<file path="config.mk">
export PLATFORM = sky130hd
export DESIGN_NAME = rgb_breath_array
export DESIGN_NICKNAME = d
export VERILOG_FILES = /design/src/rtl/rgb_breath_pkg.sv /design/src/rtl/rgb_breath_array_pwm_cell.sv /design/src/rtl/rgb_breath_array.sv
export SDC_FILE = /design/constraint.sdc
export NUM_CORES = 1
export LEC_CHECK = 0
export BUFFER_PORTS_ARGS = -buffer_cell sky130_fd_sc_hd__buf_2
export CAP_MARGIN = 15
export CORE_ASPECT_RATIO = 0.7
export CORE_UTILIZATION = 30
export CTS_BUF_LIST = sky130_fd_sc_hd__clkbuf_4
export CTS_CLUSTER_SIZE = 8
export DETAILED_ROUTE_END_ITERATION = 6
export GPL_ROUTABILITY_DRIVEN = 0
export SYNTH_ARGS = -nofsm -noshare
export SYNTH_HDL_FRONTEND = slang
export SYNTH_SLANG_ARGS = --single-unit
</file>
<file path="constraint.sdc">
create_clock -name clk -period 5.1 [get_ports clk]
set_input_delay 0.51 -clock clk [delete_from_list [all_inputs] [get_ports clk]]
set_output_delay 0.51 -clock clk [all_outputs]
set_load 0.05 [all_outputs]
</file>
<file path="src/rtl/rgb_breath_pkg.sv">
// Shared constants and helpers for the rainbow breathing LED array:
// colour indices, operating modes, channel masks and the per-LED phase reduction.
package rgb_breath_pkg;

    localparam logic [2:0] RED     = 3'd0;
    localparam logic [2:0] YELLOW  = 3'd1;
    localparam logic [2:0] GREEN   = 3'd2;
    localparam logic [2:0] CYAN    = 3'd3;
    localparam logic [2:0] BLUE    = 3'd4;
    localparam logic [2:0] MAGENTA = 3'd5;

    localparam logic [1:0] MODE_RAINBOW = 2'd0;
    localparam logic [1:0] MODE_WHITE   = 2'd1;
    localparam logic [1:0] MODE_STATIC  = 2'd2;
    localparam logic [1:0] MODE_OFF     = 2'd3;

    // Returns {R,G,B}; the unreachable codes 6 and 7 fall back to RED.
    function automatic logic [2:0] colour_mask(input logic [2:0] idx);
        logic [2:0] mask;
        case (idx)
            RED:     mask = 3'b100;
            YELLOW:  mask = 3'b110;
            GREEN:   mask = 3'b010;
            CYAN:    mask = 3'b011;
            BLUE:    mask = 3'b001;
            MAGENTA: mask = 3'b101;
            default: mask = 3'b100;
        endcase
        return mask;
    endfunction

    // (base + i*step) mod 6 with i <= 15 and step <= 7, so the product fits 8 bits.
    function automatic logic [2:0] idx_offset(input logic [2:0] base,
                                              input logic [4:0] i,
                                              input logic [2:0] step);
        logic [7:0] prod;
        logic [3:0] sum;
        prod = 8'(i) * 8'(step);
        sum  = 4'(base) + 4'(prod % 8'd6);
        return 3'(sum % 4'd6);
    endfunction

endpackage

</file>
<file path="src/rtl/rgb_breath_array_pwm_cell.sv">
// One RGB LED: period-aligned duty latches, comparators against the shared
// PWM counter and registered pin drivers.
module rgb_pwm_cell
    import rgb_breath_pkg::*;
#(
    parameter int PWM_W = 8
) (
    input  logic                  clk,
    input  logic                  rst,
    input  logic                  load,
    input  logic [PWM_W-1:0]      pwm_cnt,
    input  logic [2:0][PWM_W-1:0] duty,
    output logic [2:0]            rgb_out
);

    logic [2:0][PWM_W-1:0] duty_q, duty_d;
    logic [2:0]            out_q, out_d;

    // Duties only change on the last count of a period, so a period never mixes two values.
    always_comb begin
        duty_d = duty_q;
        out_d  = '0;
        if (load) begin
            duty_d = duty;
        end
        for (int c = 0; c < 3; c++) begin
            out_d[c] = (pwm_cnt < duty_q[c]);
        end
    end

    always_ff @(posedge clk or posedge rst) begin
        if (rst) begin
            duty_q <= '0;
            out_q  <= '0;
        end else begin
            duty_q <= duty_d;
            out_q  <= out_d;
        end
    end

    assign rgb_out = out_q;

endmodule

</file>
<file path="src/rtl/rgb_breath_array.sv">
// Multi-LED rainbow breathing controller: prescaler, triangle envelope, colour
// sequencer and shared PWM counter driving NUM_LED phase-offset RGB cells.
module rgb_breath_array
    import rgb_breath_pkg::*;
#(
    parameter int NUM_LED    = 4,
    parameter int PWM_W      = 8,
    parameter int DIV_CNT    = 50000,
    parameter int PHASE_STEP = 1
) (
    input  logic               clk,
    input  logic               rst,
    input  logic               en,
    input  logic [1:0]         mode,
    output logic [NUM_LED-1:0] R_out,
    output logic [NUM_LED-1:0] G_out,
    output logic [NUM_LED-1:0] B_out,
    output logic               breath_done
);

    localparam int               PRE_W    = (DIV_CNT > 2) ? $clog2(DIV_CNT) : 1;
    localparam logic [PRE_W-1:0] PRE_LAST = PRE_W'(DIV_CNT - 1);
    localparam logic [PWM_W-1:0] BRI_MAX  = '1;

    logic [PRE_W-1:0] presc_q, presc_d;
    logic [PWM_W-1:0] bri_q, bri_d;
    logic             dir_down_q, dir_down_d;
    logic [2:0]       col_idx_q, col_idx_d;
    logic [PWM_W-1:0] static_cnt_q, static_cnt_d;
    logic [PWM_W-1:0] pwm_cnt_q, pwm_cnt_d;
    logic [1:0]       mode_q, mode_d;
    logic             breath_done_q, breath_done_d;

    logic       tick;
    logic       mode_chg;
    logic       pwm_wrap;
    logic [2:0] col_next;

    always_comb begin
        tick     = en && (presc_q == PRE_LAST);
        mode_chg = (mode != mode_q);
        pwm_wrap = (pwm_cnt_q == BRI_MAX);
        col_next = (col_idx_q >= MAGENTA) ? RED : col_idx_q + 3'd1;

        presc_d       = presc_q;
        bri_d         = bri_q;
        dir_down_d    = dir_down_q;
        col_idx_d     = col_idx_q;
        static_cnt_d  = static_cnt_q;
        breath_done_d = 1'b0;
        pwm_cnt_d     = pwm_cnt_q + PWM_W'(1);
        mode_d        = mode;

        if (en) begin
            presc_d = tick ? '0 : presc_q + PRE_W'(1);
        end

        // A mode change restarts the envelope and swallows a coincident tick.
        if (mode_chg) begin
            bri_d        = '0;
            dir_down_d   = 1'b0;
            static_cnt_d = '0;
        end else if (tick) begin
            if (mode_q == MODE_STATIC) begin
                bri_d        = BRI_MAX;
                static_cnt_d = static_cnt_q + PWM_W'(1);
                if (static_cnt_q == BRI_MAX) begin
                    col_idx_d = col_next;
                end
            end else if (!dir_down_q) begin
                if (bri_q == BRI_MAX) begin
                    dir_down_d = 1'b1;
                    bri_d      = bri_q - PWM_W'(1);
                end else begin
                    bri_d = bri_q + PWM_W'(1);
                end
            end else begin
                if (bri_q <= PWM_W'(1)) begin
                    bri_d         = '0;
                    dir_down_d    = 1'b0;
                    breath_done_d = 1'b1;
                    if (mode_q == MODE_RAINBOW) begin
                        col_idx_d = col_next;
                    end
                end else begin
                    bri_d = bri_q - PWM_W'(1);
                end
            end
        end
    end

    always_ff @(posedge clk or posedge rst) begin
        if (rst) begin
            presc_q       <= '0;
            bri_q         <= '0;
            dir_down_q    <= 1'b0;
            col_idx_q     <= RED;
            static_cnt_q  <= '0;
            pwm_cnt_q     <= '0;
            mode_q        <= MODE_RAINBOW;
            breath_done_q <= 1'b0;
        end else begin
            presc_q       <= presc_d;
            bri_q         <= bri_d;
            dir_down_q    <= dir_down_d;
            col_idx_q     <= col_idx_d;
            static_cnt_q  <= static_cnt_d;
            pwm_cnt_q     <= pwm_cnt_d;
            mode_q        <= mode_d;
            breath_done_q <= breath_done_d;
        end
    end

    assign breath_done = breath_done_q;

    for (genvar i = 0; i < NUM_LED; i++) begin : g_led
        logic [2:0]            idx;
        logic [2:0]            mask;
        logic [2:0][PWM_W-1:0] duty_tgt;
        logic [2:0]            rgb;

        // Channel order inside the cell follows the mask: [2]=R, [1]=G, [0]=B.
        always_comb begin
            idx      = idx_offset(col_idx_q, 5'(i), 3'(PHASE_STEP));
            mask     = colour_mask(idx);
            duty_tgt = '0;
            for (int c = 0; c < 3; c++) begin
                case (mode_q)
                    MODE_RAINBOW: if (mask[c]) duty_tgt[c] = bri_q;
                    MODE_WHITE:   duty_tgt[c] = bri_q;
                    MODE_STATIC:  if (mask[c]) duty_tgt[c] = BRI_MAX;
                    default:      duty_tgt[c] = '0;
                endcase
            end
        end

        rgb_pwm_cell #(
            .PWM_W(PWM_W)
        ) u_cell (
            .clk     (clk),
            .rst     (rst),
            .load    (pwm_wrap),
            .pwm_cnt (pwm_cnt_q),
            .duty    (duty_tgt),
            .rgb_out (rgb)
        );

        assign R_out[i] = rgb[2];
        assign G_out[i] = rgb[1];
        assign B_out[i] = rgb[0];
    end

endmodule

</file>
# Yosys cells after proc, flatten, opt, wreduce, memory -nomap -nowiden
# Cells that the tools add are included.
[word_totals]
input_bits = 5
ram_bits = 0
n_memories = 0
output_inout_bits = 13
mem_bits_ro = 0
latchBits = 0
register_bits = 155
[classes]
reduce_logical = 10
order_cmp = 14
mul = 0
n_addsub = 9
div_mod_pow = 4
n_shift = 0
n_bitwise = 1
eq_ne = 29
n_mux = 67
[op_table]
columns = ["cell", "count"]
rows = [
  ["$pmux 8 s3", 12],
  ["$mux 8", 33],
  ["$lt 8x8->1", 12],
  ["$pmux 3 s5", 4],
  ["$add 8x1->8 const B", 3],
  ["$eq 3x2->1 const B", 8],
  ["$eq 3x3->1 const B", 8],
  ["$eq 8x8->1 const B", 3],
  ["$mux 3", 6],
  ["$add 16x1->16 const B", 1],
  ["$eq 16x16->1 const B", 1],
  ["$mux 16", 1],
  ["$eq 3x1->1 const B", 4],
  ["$mod 4x3->4 const B", 3],
  ["$mux 1", 11],
  ["$reduce_bool 2->1", 5],
  ["$add 3x2->4 const B", 2],
  ["$le 8x1->1 const B", 1],
  ["$sub 8x1->8 const B", 1],
  ["$reduce_and 6->1", 1],
  ["$add 3x1->4 const B", 1],
  ["$mod 3x3->4 const B", 1],
  ["$reduce_and 2->1", 2],
  ["$add 3x1->3 const B", 1],
  ["other kinds (9)", 9],
]

# Longest topological paths before layout
# Gate-level depths: netlist of run 1.
[logic_depth]
ltp_word = 6
depth_mapped = 9
ltp_nobuf = 7

# Cells and area by module
# From an unflattened synthesis of run 1, not the netlist that was laid out.
[unflattened]
cells_unflattened = 1076
area_unflattened_um2 = 9793.1
[by_module_without_submodules]
columns = ["module", "instances", "area_per_inst_um2", "cells_each"]
rows = [
  ["rgb_pwm_cell", 4, 1570.3, 156],
  ["rgb_breath_array", 1, 3512.1, 452],
]

# Worst setup path after synthesis of run 1
# OpenSTA, ideal clock, no wires.
[synth_path]
path_type = "register to register"
start = "reg col_idx_q[0]"
end = "reg g_led[2].u_cell.duty_q[0] in the netlist's numbering"
setup_ns = 0.121
slack_ns = 2.487
n_path_buf = 1
synth_period_minus_slack_ns = 2.613
arrival_time_ns = 2.492
stages_incl_launch_ff = 9
required_time_ns = 4.979
path_cell_list = "dfrtp_1 -> clkbuf_1 -> clkinv_1 -> ha_1 -> nor2b_1 -> or4_1 -> and3_1 -> a211o_1 -> a22o_1"
[synth_via]
elab_chain_len = 6
elab_cells_between_ends = 11
[synth_lines]
columns = ["element", "line", "rtl"]
rows = [
  ["start: declaration", "rgb_breath_array.sv:28", "logic [2:0] col_idx_q, col_idx_d;"],
  ["start signal: assignment", "rgb_breath_array.sv:106", "col_idx_q <= col_idx_d;"],
  ["$add 3x2->4 *", "rgb_breath_pkg.sv:39", "sum = 4'(base) + 4'(prod % 8'd6);"],
  ["$mod 4x3->4 *", "rgb_breath_pkg.sv:40", "return 3'(sum % 4'd6);"],
  ["$eq 3x3->1, or another cell as far along", "rgb_breath_pkg.sv:20", "case (idx)"],
  ["$pmux 3 s5 *", "rgb_breath_pkg.sv:20", ""],
  ["$mux 8 (on tied branches)", "rgb_breath_array.sv:131, rgb_breath_array.sv:129", ""],
  ["$pmux 8 s3 *", "rgb_breath_array.sv:128", "case (mode_q)"],
  ["end signal: assignment", "rgb_breath_array_pwm_cell.sv:36", "duty_q <= duty_d;"],
  ["end: declaration", "rgb_breath_array_pwm_cell.sv:16", "logic [2:0][PWM_W-1:0] duty_q, duty_d;"],
]
# Mark *: on every way between the ends. The rest lies on a longest branch, timed or not.
# A chain may end at the register's enable or synchronous reset.

# Final worst setup path of run 1
[layout_path]
start = "reg pwm_cnt_q[1]"
end = "reg g_led[2].u_cell.duty_q[21] in the netlist's numbering"
[layout_via]
elab_chain_len = 1
[layout_lines]
columns = ["element", "line", "rtl"]
rows = [
  ["start: declaration", "rgb_breath_array.sv:30", "logic [PWM_W-1:0] pwm_cnt_q, pwm_cnt_d;"],
  ["start signal: assignment", "rgb_breath_array.sv:108", "pwm_cnt_q <= pwm_cnt_d;"],
  ["$eq 8x8->1", "rgb_breath_array.sv:42", "pwm_wrap = (pwm_cnt_q == BRI_MAX);"],
]
# Every way passes these cells.

==> summary.md, run 1 <==
The flow ran to the end, and the final reports show no timing, DRC or antenna violations. The net count after synthesis is 990. The number of endpoints with negative hold slack in the final report is 0. For the total global routing overflow, the log shows 0.

The final clock period utilization by the worst path is 65.6%, and the final routed wire length divided by cell count is 15.9 um. The design draws 2.14 mW. The via count of the first global-routing pass was 6076. The share of the Yosys chip area taken by registers is 44.4%. In the synthesized netlist, the number of instances is 885. The die covers 29800 um2. The time the worst path needs with I/O delays and setup was 3340 ps; the count of port buffers added during placement was 17.

For the number of nets in the final layout, the log shows 991. For the worst-skew pair, the clock arrives at the later sink with an insertion delay of 560 ps. In this run the cell area of the synthesized design comes to 8740 um2. The relative contribution of sequential cells to total power was 60.1%. In this run the horizontal extent of the chip is 206 um.

The library cell used most frequently in the layout, excluding fill and tap cells, is sky130_fd_sc_hd__dfrtp_1. From synthesis to final layout, the design area changed by 8.07%. TritonCTS built the clock tree.

The slew of the pin with the lowest slew margin is 1070 ps. The cell seen most often among critical-path stages was sky130_fd_sc_hd__nor2_1. The initial cell density of the core is 31.0%, and the average footprint of a synthesized cell is 9.88 um2. The count of routing violations after the opening detailed-route iteration is 493. The reported net switching power was 597 uW; the number of synthesis warnings was 0. On the critical path, the stage with the largest delay is an instance of sky130_fd_sc_hd__nand3_2.

Setup violations remaining at the end of the flow were counted as 0. The flop and latch count out of synthesis was 155. The logs give 5 for the iteration count of the initial detailed-routing pass and 29.6 ps for the clock skew.

After detailed routing, the number of remaining DRC violations is 0. In this run the static leakage power is 4.11 nW. The initial antenna violation count is 1, and the number of flops mapped to enable cells by yosys is 0. The dominant synthesized flop cell is sky130_fd_sc_hd__dfrtp_1.

The critical-path maximum fanout was 51. The switching share of power is 27.9%. In this run the power density over the cells is 226 nW/um2.

For this run, the top clock speed supported by timing is 0.299 GHz. The count of nets left with antenna violations once routing finished came out at 0. Adding up every negative setup slack in the final design gives 0 ps.

The internal portion of the total power is 1.54 mW. The area of the core region was 28200 um2; the combined global-route utilization of all metal layers was 14.4%. Leaving out fill and tap cells, the most frequent cells in the layout are 155 x sky130_fd_sc_hd__dfrtp_1, 109 x sky130_fd_sc_hd__inv_1, 100 x sky130_fd_sc_hd__ha_1, 57 x sky130_fd_sc_hd__o21ai_0, 51 x sky130_fd_sc_hd__nand2_1.

The delay of the slowest cell on the worst path works out to 830 ps. The synthesized netlist contains 59 unique library cells. The number of max-slew violations in the final report was 0; the clock input transition at the sequential cells of the worst setup and hold paths was 160 ps. The post-detailed-route via-to-cell ratio came out at 5.02. The type of origin of the critical path is a flop. The fill cell total of the finished layout was 2909.

The first-pass GRT wire length was 33500 um. The worst setup path is captured at a flop. In this run, post-CTS hold repair placed 0 buffers.

CTS built an H-tree with a depth of 4. The tools report the largest voltage drop on the vdd net as 182 uV. The floorplan step set the die height to 145 um.

The run gives 51 as the number of rows created at floorplan. The critical path in this run is classified as reg -> reg. The ratio of cells with drive above 1 in the final layout is 9.24%. The tree is rooted in a sky130_fd_sc_hd__clkbuf_4. The data required time of the critical path was 5590 ps; the sum of net half-perimeters after detailed placement was 13700 um. The logs give 79 for the maximum number of pins on one net before global-route repair and 2 for the number of buffers between clock root and the deepest sink.

In this run the worst hold path is classified as in -> async. Setup repair after global routing left no endpoint under its margin. In this run the tightest slew margin relative to its limit is 28.3%. The logs give 155 for the clock sink total and 18 for the number of top-level pins. In this run the post-CTS setup repair buffer count came out at 0. Summed over all layers, the routed wires come to 20200 um. The share of total power dissipated in combinational logic is 5.0%.

The async set-reset flop share out of synthesis is 100%. Once the clock tree was built, the resizer swapped 0 gates to a different size. TritonCTS created 17 clock buffers. The data arrival time of the worst path was 3840 ps; the max-capacitance violation count was 0. Walking the worst path, the cells encountered are ha_1, nand3_1, nor2_1, nand3_2, nor2_1, a22o_1. The final route contains 6371 vias. The clock network burns 34.9% of the power.
==> critical path, delay by kind of cell, from the launching register on <==
family          cells  cell delay, ps
simple gates        4            2010
flops               1             740
fa+ha+maj           1             300
compound gates      1             210
==> cell families after synthesis <==
kind of cell | after synthesis | share of synthesized area (%)
AOI/OAI and AO/OA | 249 | 19.5
and+or+nand+nor | 185 | 10.7
DFF | 155 | 44.4
buffers and inverters | 151 | 6.57
adders and majority gates | 102 | 14.5
xor gates and xnor gates | 37 | 3.71
muxes | 6 | 0.701
==> registers in the layout, indices dropped and copies added, names as in the netlist <==
register and cells:
bri_q 8, g_led.u_cell.duty_q 96, static_cnt_q 8, g_led.u_cell.rgb_out 12, mode_q 2, breath_done 1
dir_down_q 1, col_idx_q 3, pwm_cnt_q 8, presc_q 16
==> routing by layer <==
metal	track usage [%]	vias up	wire length, um
met5	0	-	0
met4	2.90	0	111
met3	2.75	10	699
met2	19.6	96	8000
met1	22.9	3131	11400
li1	-	3134	-
==> cell type report <==
cell class | count | area (um2) | share of cell area [%]
Multi-Input combinational cell | 579 | 4300 | 45.5
Inverter | 111 | 422 | 4.46
Clock inverter | 14 | 136 | 1.44
Sequential cell | 155 | 3880 | 41.0
Tap cell | 371 | 464 | 4.91
Timing Repair Buffer | 22 | 123 | 1.30
Clock buffer | 17 | 128 | 1.35
Antenna cell | 1 | 2.50 | 0.0265
==> power by group through the flow <==
stage	combinational [mW]	sequential, mW	clock [mW]
2_1_floorplan	0.0838	1.30	0
6_report	0.107	1.28	0.746
5_1_grt	0.124	1.29	0.824
3_3_place_gp	0.108	1.31	0
4_1_cts	0.111	1.29	0.771
3_5_place_dp	0.110	1.31	0
==> path summary, 6_finish.rpt <==
kind                                           startpoint                         end  slack (ps)  depth (start not counted)
worst min-delay path                                  rst                    bri_q[0]          50                          2
worst max-delay path                         pwm_cnt_q[1]  g_led[2].u_cell.duty_q[21]        1760                          6
min in group clk                                  mode[1]                   mode_q[1]         120                          1
worst min register to register  g_led[3].u_cell.duty_q[8]   g_led[3].u_cell.duty_q[8]         500                          2
worst max register to register               pwm_cnt_q[1]  g_led[2].u_cell.duty_q[21]        1760                          6
max in group asynchronous                             rst  g_led[3].u_cell.duty_q[14]        3890                          3
==> synth_stat cells, types with 5 or more instances <==
library cell                number  share of area (%)
sky130_fd_sc_hd__o31ai_1         5               0.43
sky130_fd_sc_hd__nand2_1        51                2.2
sky130_fd_sc_hd__ha_1          100                 14
sky130_fd_sc_hd__clkbuf_1       35                1.5
sky130_fd_sc_hd__a31o_2         12                1.2
sky130_fd_sc_hd__and4_1          5               0.50
sky130_fd_sc_hd__or2_2           8               0.57
sky130_fd_sc_hd__o21ai_0        57                3.3
sky130_fd_sc_hd__nand3_1        19                1.1
sky130_fd_sc_hd__xor2_1         13                1.3
sky130_fd_sc_hd__dfrtp_1       155                 44
sky130_fd_sc_hd__o21a_1         24                2.1
sky130_fd_sc_hd__nand4_1         6               0.43
sky130_fd_sc_hd__a21oi_1        19                1.1
sky130_fd_sc_hd__nor3_1         15               0.86
sky130_fd_sc_hd__o22ai_1        50                3.6
sky130_fd_sc_hd__inv_1         110                4.7
sky130_fd_sc_hd__a22o_1         40                4.0
sky130_fd_sc_hd__a2111oi_0      12                1.2
sky130_fd_sc_hd__mux2i_1         5               0.57
sky130_fd_sc_hd__and3_1          7               0.50
sky130_fd_sc_hd__xnor2_1        24                2.4
sky130_fd_sc_hd__a21boi_0       12                1.0
sky130_fd_sc_hd__nor2_1         45                1.9
==> metrics by stage <==
stage                     hold slack (ps)  cells  util [%]  cell area [um2]  setup slack [ps]
after floorplan                       444    885         -             8740               412
final                                50.1   1270      33.5             9450              1760
after global routing                 58.5   1270      33.5             9450              1440
after detailed placement              468   1238      32.6             9180              1770
after CTS                            71.6   1269      33.5             9450              1730
after global placement                465   1238      32.6             9180              1800
Note: power is estimated with default switching activity, not from simulation.
==> inputs of run 2 (changes only) <==
ABC_AREA = 1   (was not set)
clock period = 3.45 ns   (was 5.1 ns; I/O delays follow)
==> summary.md, run 2 <==
After clock tree synthesis, the flow added hold-fix buffers numbering 3. The register with the highest flop count is g_led.u_cell.duty_q. The path depth of the worst reg2reg path is 14, and the initial cell density of the core is 30.8%.

The post-synthesis cell type count is 38, and the post-detailed-route count of antenna-violating nets is 0. Across every metal layer, demand over resource in global routing totals 15.1%. sky130_fd_sc_hd__dfrtp_1 takes more of the synthesized area than any other cell. The total standard cell area after synthesis was 9320 um2. The final layout contains 1300 nets. For the data required time of the critical path, the log shows 3940 ps. Entering global routing, the biggest net connects 145 pins. In the final layout, flip-flops and latches occupy 3880 um2. The commonest cells after synthesis are 349 x sky130_fd_sc_hd__nand2_1, 171 x sky130_fd_sc_hd__inv_1, 155 x sky130_fd_sc_hd__dfrtp_1. For this run, the number of standard cells in the final layout without fillers is 1620.

Dividing the synthesized area by the synthesized cell count gives 8.00 um2. The routed layout has 7566 vias. On the final layout, the worst hold slack is 114 ps.

For this design, the sink count on the clock tree is 155. The critical-path maximum fanout was 12; the number of synthesis warnings was 0. Counting every net in the synthesized netlist gives 1270.

For the pre-CTS worst setup slack, the log shows 874 ps. The class of the tightest hold or removal check is in -> reg. The relative slew slack is 43.5%, and the sequential area share after synthesis is 41.6%. The endpoint of the worst hold path was presc_q[1]. For the total number of H-tree levels, the log shows 4.

The count of port buffers added during placement came out at 17. The tools report the origin of the critical flop-to-flop path as col_idx_q[0]. Number of max-slew violations in the final report: 0. Using the TritonRoute via totals, the vias-per-cell ratio works out to 4.67. After detailed routing, the average wire length per cell comes to 13.8 um. The tools report the number of setup buffers added after CTS as 0. The clock reaches the later pin of the worst-skew pair after 600 ps. For the sum of negative setup slack, the log shows 0 ps. Clock tree synthesis inserted a total of 17 buffers. Data on the critical path arrives at its endpoint at 3080 ps.

Setup slack closes at 857 ps. After technology mapping, the gate count stands at 1165. VDD sags by at most 169 uV.

Yosys instantiated no cell more often than sky130_fd_sc_hd__nand2_1. In this run the register-to-register setup slack is 860 ps. Of all flip-flops after synthesis, the portion carrying an async set or reset was 100%.

By area the synthesized netlist is led by sky130_fd_sc_hd__dfrtp_1 42%, sky130_fd_sc_hd__nand2_1 14%, sky130_fd_sc_hd__ha_1 13%. Counting along the longest clock path gives a buffer depth of 2. After detailed routing, the number of remaining DRC violations is 0. Setup repair after global routing left no endpoint under its margin. The leading cell type in the layout, fill and taps excluded was sky130_fd_sc_hd__nand2_1.

After routing the design area is 10200 um2. STA classifies the critical path startpoint as a flop. Synthesis inferred 155 register bits. In this run the vertical extent of the chip is 149 um.

For this run, the share of the core covered by cells in the final layout is 33.6%. The routed design has 22300 um of wire. The design draws 3.30 mW. Total global routing overflow: 0. The routed design could run at a clock period as short as 2590 ps. The overall die width came out at 213 um. The dominant synthesized flop cell was sky130_fd_sc_hd__dfrtp_1. TritonCTS built the clock tree. For the pin with the worst max-slew slack, the measured transition is 848 ps.

Counting instances, the worst hold path has a depth of 3. In this run the most critical hold path is launched from en. Summing all multi-input logic gate instances after layout gives 4620 um2. For this run, the top clock speed supported by timing is 0.386 GHz. The share of the synthesized area in the top cell type came out at 41.6%. The clock arrives with 34.9 ps of skew.

Leaving out fill and tap cells, the most frequent cells in the layout are 349 x sky130_fd_sc_hd__nand2_1, 170 x sky130_fd_sc_hd__inv_1, 155 x sky130_fd_sc_hd__dfrtp_1, 100 x sky130_fd_sc_hd__ha_1, 59 x sky130_fd_sc_hd__a21oi_1. The final clock period utilization by the worst path was 75.1%. The flow ran to the end, and the final reports show no timing, DRC or antenna violations.

The layout overhead on the synthesized area was 9.35%; the iteration count of the initial detailed-routing pass was 5. For the full die area, the log shows 31800 um2. The via count of the first global-routing pass is 7258.

Cell at the root of the clock tree: sky130_fd_sc_hd__clkbuf_4. In this run the static leakage power is 5.19 nW. The ratio of cells with drive above 1 in the final layout is 7.79%, and the number of flip-flops under the largest register name is 96. The synthesized design contains 0 enable-type register cells. The most critical setup path has its startpoint at col_idx_q[0]. The tools report the number of top-level pins as 18.

Max-cap violations in this run came to 0. Area of the core region: 30300 um2. Once placement finished, the instance area stood at 9920 um2. The clock input transition at the sequential cells of the worst setup and hold paths is 150 ps, and the number of rows created at floorplan is 53. The count of cells resized by post-cts repair came out at 0.

End of the worst register-to-register path: g_led[3].u_cell.duty_q[18]. For the number of placed cells counting well taps, the log shows 1585. The logs give 1 for the initial antenna violation count and 0 for the number of endpoints with negative hold slack in the final report. The setup violation total in the final timing report was 0; the total power density per cell area was 324 nW/um2.

The endpoint kind of the worst setup timing path is a flop. The fill cell total of the finished layout came out at 3167. The kind of critical path was reg -> reg. The detailed router finished its first iteration with 445 violations. Once detailed placement completed, the half-perimeter wirelength came to 15100 um. The first global-routing pass estimated 37600 um of wire.
[run 2: worst max-delay path by stage]
| stage | end | slack (ps) | cells past startpoint |
|---|---|---|---|
| after floorplan | breath_done | 1150 | 1 |
| after global placement | g_led[3].u_cell.duty_q[17] | 1000 | 14 |
| final | g_led[3].u_cell.duty_q[18] | 860 | 14 |
| after CTS | g_led[1].u_cell.duty_q[4] | 870 | 8 |
| after global routing | g_led[1].u_cell.duty_q[7] | 540 | 8 |
| after detailed placement | g_led[1].u_cell.duty_q[4] | 870 | 8 |
[run 2: power by group]
part	switching (mW)	internal (mW)	leakage [nW]
clock	0.691	0.378	0.141
combinational	0.198	0.0773	2.94
sequential	0.0745	1.88	2.11
[run 2: cell type report]
cell class                 instances  share of cell area, %
antenna                            1                 0.0245
clock buffer                      20                   1.47
clock inverter                    11                  0.945
inverter                         175                   6.48
multi-input combinational        807                   45.3
sequential                       155                   38.0
tap                              412                   5.06
timing repair buffer              39                   2.65
[run 2: per-layer routing]
layer | up-vias | routed length [um] | part of all wire, % | track usage [%]
li1 | 3813 | - | - | -
met1 | 3575 | 11600 | 52 | 22.3
met2 | 160 | 9310 | 42 | 22.1
met3 | 18 | 1160 | 5.2 | 3.06
met4 | 0 | 237 | 1.1 | 4.03
met5 | - | 0 | 0 | 0
[run 2: cells by family (layout without fill, tap and decap cells)]
| logic type | count (synthesis) | in the layout | synth area share, % |
|---|---|---|---|
| simple gates | 494 | 494 | 21.9 |
| buf+inv | 203 | 245 | 8.83 |
| compound gates | 186 | 186 | 11.7 |
| flops | 155 | 155 | 41.6 |
| fa+ha+maj | 100 | 100 | 13.4 |
| xor+xnor | 27 | 27 | 2.54 |
| other cells | 0 | 1 | 0 |
[run 2: critical path: stages (launching register included)]
cell,delay [ps]
sky130_fd_sc_hd__dfrtp_1,630
sky130_fd_sc_hd__clkinv_1,380
sky130_fd_sc_hd__ha_1,340
sky130_fd_sc_hd__inv_1,100
sky130_fd_sc_hd__nand2_1,50
sky130_fd_sc_hd__nand2_1,90
sky130_fd_sc_hd__nand2_1,70
sky130_fd_sc_hd__nand2_1,60
sky130_fd_sc_hd__nand2_1,90
sky130_fd_sc_hd__inv_1,120
sky130_fd_sc_hd__nand3_1,80
sky130_fd_sc_hd__nand2_1,70
sky130_fd_sc_hd__nand2_1,200
sky130_fd_sc_hd__nand2_1,160
sky130_fd_sc_hd__nand2_1,70
